--- src/rtl/lif_pkg.sv ---
// Shared types and constants for the leaky integrate-and-fire neuron controller.
package lif_pkg;

   typedef enum logic {
      RUN     = 1'b0,
      REFRACT = 1'b1
   } mode_t;

   localparam int DEF_WIDTH         = 8;
   localparam int DEF_LEAK_SHIFT    = 2;
   localparam int DEF_REFRACT_STEPS = 3;

   localparam int          SAT_MAX       = (1 << DEF_WIDTH) - 1;
   localparam logic [7:0]  SPIKE_CNT_MAX = 8'hFF;

endpackage

--- src/rtl/lif_neuron_ctrl_if.sv ---
// Step/current/threshold inputs and neuron outputs of one LIF neuron.
// LIAF_SPIKE_COUNT_EN adds the saturating spike_count output.
interface lif_neuron_ctrl_if
   import lif_pkg::*;
#(
   parameter int WIDTH = DEF_WIDTH
);
   logic             step;
   logic [WIDTH-1:0] current;
   logic [WIDTH-1:0] threshold;
   logic [WIDTH-1:0] state;
   logic [WIDTH-1:0] prev_state;
   logic             spike;
   logic             refractory;
`ifdef LIAF_SPIKE_COUNT_EN
   logic [7:0]       spike_count;

   modport master (output step, current, threshold,
                   input  state, prev_state, spike, refractory, spike_count);
   modport slave  (input  step, current, threshold,
                   output state, prev_state, spike, refractory, spike_count);
`else
   modport master (output step, current, threshold,
                   input  state, prev_state, spike, refractory);
   modport slave  (input  step, current, threshold,
                   output state, prev_state, spike, refractory);
`endif
endinterface

--- src/rtl/lif_neuron_ctrl_update.sv ---
// Combinational membrane update: leak, saturating add of input current, threshold compare.
module lif_update
   import lif_pkg::*;
#(
   parameter int WIDTH      = DEF_WIDTH,
   parameter int LEAK_SHIFT = DEF_LEAK_SHIFT
) (
   input  logic [WIDTH-1:0] state,
   input  logic [WIDTH-1:0] current,
   input  logic [WIDTH-1:0] threshold,
   output logic [WIDTH-1:0] nxt,
   output logic             fire
);
   logic [WIDTH-1:0] leaked;
   logic [WIDTH:0]   sum;

   // state >> LEAK_SHIFT never exceeds state, so this cannot wrap.
   assign leaked = state - (state >> LEAK_SHIFT);
   assign sum    = {1'b0, leaked} + {1'b0, current};
   assign nxt    = sum[WIDTH] ? {WIDTH{1'b1}} : sum[WIDTH-1:0];
   assign fire   = (nxt >= threshold);
endmodule

--- src/rtl/lif_neuron_ctrl.sv ---
// LIF neuron controller: RUN/REFRACT mode FSM, refractory counter and all output registers.
// Optional LIAF_SPIKE_COUNT_EN adds a saturating 8-bit firing counter.
module lif_neuron_ctrl
   import lif_pkg::*;
#(
   parameter int WIDTH         = DEF_WIDTH,
   parameter int LEAK_SHIFT    = DEF_LEAK_SHIFT,
   parameter int REFRACT_STEPS = DEF_REFRACT_STEPS
) (
   input  logic              clk,
   input  logic              reset_n,
   lif_neuron_ctrl_if.slave  bus
);
   localparam int CW = (REFRACT_STEPS < 1) ? 1 : $clog2(REFRACT_STEPS + 1);

   mode_t            mode;
   logic [CW-1:0]    cnt;
   logic [WIDTH-1:0] state_q;
   logic [WIDTH-1:0] prev_q;
   logic             spike_q;
   logic             refr_q;
   logic [WIDTH-1:0] nxt;
   logic             fire;

   lif_update #(
      .WIDTH      (WIDTH),
      .LEAK_SHIFT (LEAK_SHIFT)
   ) u_update (
      .state     (state_q),
      .current   (bus.current),
      .threshold (bus.threshold),
      .nxt       (nxt),
      .fire      (fire)
   );

   always_ff @(posedge clk or negedge reset_n) begin
      if (!reset_n) begin
         mode    <= RUN;
         cnt     <= '0;
         state_q <= '0;
         prev_q  <= '0;
         spike_q <= 1'b0;
         refr_q  <= 1'b0;
      end else begin
         spike_q <= 1'b0;
         if (bus.step) begin
            prev_q <= state_q;
            case (mode)
               RUN: begin
                  if (fire) begin
                     state_q <= '0;
                     spike_q <= 1'b1;
                     // With no refractory period the neuron may fire on every step.
                     if (REFRACT_STEPS != 0) begin
                        mode   <= REFRACT;
                        refr_q <= 1'b1;
                        cnt    <= CW'(REFRACT_STEPS);
                     end
                  end else begin
                     state_q <= nxt;
                  end
               end
               REFRACT: begin
                  state_q <= '0;
                  cnt     <= cnt - CW'(1);
                  if (cnt == CW'(1)) begin
                     mode   <= RUN;
                     refr_q <= 1'b0;
                  end
               end
               default: mode <= RUN;
            endcase
         end
      end
   end

   assign bus.state      = state_q;
   assign bus.prev_state = prev_q;
   assign bus.spike      = spike_q;
   assign bus.refractory = refr_q;

`ifdef LIAF_SPIKE_COUNT_EN
   logic [7:0] spike_cnt_q;

   always_ff @(posedge clk or negedge reset_n) begin
      if (!reset_n) begin
         spike_cnt_q <= '0;
      end else if (bus.step && mode == RUN && fire && spike_cnt_q != SPIKE_CNT_MAX) begin
         spike_cnt_q <= spike_cnt_q + 8'd1;
      end
   end

   assign bus.spike_count = spike_cnt_q;
`endif
endmodule
--- src/flat_wrapper.sv ---
// flat-port wrapper written by rule: the top's interface ports become plain ports
module lif_neuron_ctrl_flat import lif_pkg::*;
#(
   parameter int WIDTH         = DEF_WIDTH,
   parameter int LEAK_SHIFT    = DEF_LEAK_SHIFT,
   parameter int REFRACT_STEPS = DEF_REFRACT_STEPS
)
  (clk, reset_n, bus_step, bus_current, bus_threshold, bus_state, bus_prev_state, bus_spike, bus_refractory);
  lif_neuron_ctrl_if #(.WIDTH(WIDTH)) bus_i ();
  input  logic clk;
  input  logic reset_n;
  input wire logic [$bits(bus_i.step)-1:0] bus_step;
  input wire logic [$bits(bus_i.current)-1:0] bus_current;
  input wire logic [$bits(bus_i.threshold)-1:0] bus_threshold;
  output wire logic [$bits(bus_i.state)-1:0] bus_state;
  output wire logic [$bits(bus_i.prev_state)-1:0] bus_prev_state;
  output wire logic [$bits(bus_i.spike)-1:0] bus_spike;
  output wire logic [$bits(bus_i.refractory)-1:0] bus_refractory;
  assign bus_i.step = bus_step;
  assign bus_i.current = bus_current;
  assign bus_i.threshold = bus_threshold;
  assign bus_state = bus_i.state;
  assign bus_prev_state = bus_i.prev_state;
  assign bus_spike = bus_i.spike;
  assign bus_refractory = bus_i.refractory;
  lif_neuron_ctrl #(.WIDTH(WIDTH), .LEAK_SHIFT(LEAK_SHIFT), .REFRACT_STEPS(REFRACT_STEPS)) u_core (.clk(clk), .reset_n(reset_n), .bus(bus_i));
endmodule
--- config.mk ---
export PLATFORM = sky130hd
export DESIGN_NAME = lif_neuron_ctrl_flat
export DESIGN_NICKNAME = d
export VERILOG_FILES = /design/src/rtl/lif_pkg.sv /design/src/rtl/lif_neuron_ctrl_if.sv /design/src/rtl/lif_neuron_ctrl_update.sv /design/src/rtl/lif_neuron_ctrl.sv /design/src/flat_wrapper.sv
export SDC_FILE = /design/constraint.sdc
export NUM_CORES = 1
export LEC_CHECK = 0
export CORE_ASPECT_RATIO = 1.75
export CORE_MARGIN = 1.5
export CORE_UTILIZATION = 55
export CTS_BUF_LIST = sky130_fd_sc_hd__clkbuf_8
export CTS_CLUSTER_DIAMETER = 80
export DETAILED_ROUTE_END_ITERATION = 12
export PLACE_DENSITY = 0.88
export SLEW_MARGIN = 20
export SYNTH_ARGS = -nofsm -noshare
export SYNTH_HDL_FRONTEND = slang
export SYNTH_HIERARCHICAL = 1
export SYNTH_SLANG_ARGS = --single-unit
--- constraint.sdc ---
create_clock -name clk -period 6.15 [get_ports clk]
set_input_delay 0.615 -clock clk [delete_from_list [all_inputs] [get_ports clk]]
set_output_delay 0.615 -clock clk [all_outputs]
set_load 0.01 [all_outputs]
==> flow_metrics.tcl <==
set metrics [dict create \
    status "finished clean" \
    ys_top_cells_by_area "dfrtp_1, ha_1, inv_1" \
    clkLatencyLatePin_ns 0.26 \
    path_cells "inv_1, ha_1, nor2b_1, o31ai_1, nand2_1, o311ai_1, ha_1, and3_1, a221oi_2, o21a_2, o2111ai_1, ha_1, nand4_1, o31ai_1, or2_1, o22ai_2" \
    drc 0 \
    cp_top_family "compound AO/OA/AOI/OAI gates" \
    crit_arrival_ns 4.91 \
    port_buffers 36 \
    synth_fp_nets 233 \
    fmax_mhz 209 \
    grt_pass1_vias 1501 \
    drv_cap 0 \
    finalCritPeriodShare_pct 77.8 \
    drtIter0Drc 28 \
    grt_max_degree 32 \
    cts_setup_buffers 0 \
    final_layout_size_suffix_gt1_share_pct 11.5 \
    crit_required_ns 6.28 \
    cts_buffers 3 \
    ys_seq_area_share_pct 29.7 \
    worstPathMaxFanout 8 \
    grt-ovfl-total 0 \
    cp-end-kind "flip-flop" \
    dieArea_um2 3580 \
    fin_crit_ns 4.79 \
    fill_cells 251 \
    yosysTopAreaCellShare_pct 29.7 \
    antenna_cells 0 \
    synth_warnings 6 \
    core_region_area_um2 3110 \
    synth_cell_type_count 42 \
    area_delta_synth_final_pct 25.0 \
    slowest_delay_ns 0.50 \
    die_w_um 45.9 \
    grt_use_total_pct 24.7 \
    synth_area_um2 1770 \
    grt_antenna_before_repair 0 \
    syn_inst 189 \
    ir_drop_uv 361 \
    vias 1508 \
    start_util_pct 57.0 \
    routed_wl_um 3930 \
    hold_buffers 0 \
    synthFlopType "dfrtp_1" \
    path_buf_inv 1 \
    grt_pass1_wl_um 6530 \
    pin_count 37 \
    setup_tns_ns 0 \
    dr.pass1.iters 4 \
    cts_sinks 21 \
    die_h_um 78.1 \
    start_kind "flip-flop" \
    ctsResizeCount 0 \
    final_core_util_pct 71.3 \
    num-nets-final 271 \
    power_density_nw_per_um2 475 \
    routedWlPerCell_um 14.6 \
    slowest_stage "dfrtp_1" \
    drtAntennaViolNets 0 \
    cts_htree_levels 1 \
    synth.largest_area_cell "dfrtp_1" \
    drv_slew 0 \
    hp-class "flip-flop to flip-flop" \
    synthArstFlopShare_pct 100 \
    clockRootBuffer "clkbuf_8" \
    tightest_slew_ns 0.911 \
    via_per_inst 5.61 \
    hold_viol 0 \
    setup_viol 0 \
    cts_tree "done" \
    gp_congestion 0.862 \
    dp_hpwl_um 3180 \
    avgSynthCellArea_um2 9.37 \
    rsz0062_at_grt "false" \
    yosys-top-cells-count "inv_1, ha_1, dfrtp_1" \
    skew_ns 0.00364 \
    leakage_uw 0.00104 \
    yosysMostFrequentCell "inv_1" \
    crit_top_cell "ha_1" \
    crit_type "flip-flop to flip-flop" \
    slew_headroom_pct 39.1 \
    clkTransAtPathRegs_ns 0.08 \
    ys_ff_latch 21 \
    floorplan.rows 27 \
    synth_edf_count 0 \
    clock_path_buffers 2 \
]
-- layout by cell type (no fill, tap or decap), types with 3 or more instances in the layout --
master	count
o31ai_1	3
ha_1	23
xnor2_1	4
inv_1	30
o21a_1	4
nand2_1	18
nand2b_1	3
xor2_1	3
nor2_1	8
mux2_2	9
a21o_1	6
clkdlybuf4s50_1	36
o22ai_2	8
clkbuf_8	3
dfrtp_1	21
a21oi_1	10
-- cells by family (layout without fill, tap and decap cells) --
| kind of cell | Yosys count | count (layout) | share of synthesized area, % |
|---|---|---|---|
| flops | 21 | 21 | 29.7 |
| fa+ha+maj | 25 | 25 | 18.5 |
| compound gates | 50 | 50 | 22.9 |
| mux | 9 | 9 | 5.72 |
| xor+xnor | 7 | 7 | 3.46 |
| simple gates | 43 | 43 | 12.0 |
| buf+inv | 34 | 71 | 7.77 |
-- sequential cells by signal, indices dropped and copies added (netlist names) --
register	count
u_core/bus.prev_state	8
u_core/cnt	2
u_core/bus.spike	1
u_core/bus.refractory	1
u_core/mode	1
u_core/bus.state	8
-- area by class of cell --
class / instances / area, um^2 / share of cell area, %
Timing Repair Buffer: 37 / 368 / 16.6
Multi-Input combinational cell: 134 / 1110 / 50.1
Clock buffer: 3 / 41.3 / 1.86
Sequential cell: 21 / 526 / 23.7
Inverter: 30 / 113 / 5.08
Tap cell: 43 / 53.8 / 2.43
Clock inverter: 1 / 5.00 / 0.226
-- per-layer routing --
layer  routed length (um)  up-vias  part of all wire, %  GRT usage, %
li1                     -      746                    -             -
met1                 1520      729                   39          28.7
met2                 2230       25                   57          42.8
met3                   89        8                  2.3          1.84
met4                   91        0                  2.3          12.0
met5                    0        -                    0             0
-- stage by stage --
| step | total power, uW | instance area [um^2] | worst slack (ns) | instances | hold WS, ns |
|---|---|---|---|---|---|
| 2_1_floorplan | 767 | 1770 | 2.00 | 189 | 0.319 |
| 3_3_place_gp | 944 | 2170 | 1.55 | 265 | 0.472 |
| 3_5_place_dp | 961 | 2170 | 1.38 | 265 | 0.486 |
| 4_1_cts | 1060 | 2210 | 1.33 | 269 | 0.503 |
| 5_1_grt | 1160 | 2210 | 1.05 | 269 | 0.521 |
| 6_report | 1050 | 2210 | 1.36 | 269 | 0.506 |
-- path summary, 6_finish.rpt --
| check | start | endpoint | slack, ns | depth (start not counted) |
|---|---|---|---|---|
| min reg2reg | u_core/cnt[1]$_DFFE_PN0P_ | u_core/cnt[1]$_DFFE_PN0P_ | 0.51 | 1 |
| max in group asynchronous | reset_n | u_core/bus.state[6]$_DFFE_PN0P_ | 4.73 | 1 |
| max | u_core/bus.state[3]$_DFFE_PN0P_ | u_core/bus.state[0]$_DFFE_PN0P_ | 1.36 | 16 |
| max reg2reg | u_core/bus.state[3]$_DFFE_PN0P_ | u_core/bus.state[0]$_DFFE_PN0P_ | 1.36 | 16 |
| min in group asynchronous | reset_n | u_core/bus.prev_state[1]$_DFFE_PN0P_ | 0.86 | 1 |
| min | u_core/cnt[1]$_DFFE_PN0P_ | u_core/cnt[1]$_DFFE_PN0P_ | 0.51 | 1 |
-- power breakdown --
part	total [uW]	switching [uW]	internal, uW
Clock	90.6	45.5	45.1
Combinational	758	406	352
Sequential	203	30.0	173
Total	1050	481	570
Power figures use the tool's default switching activity.
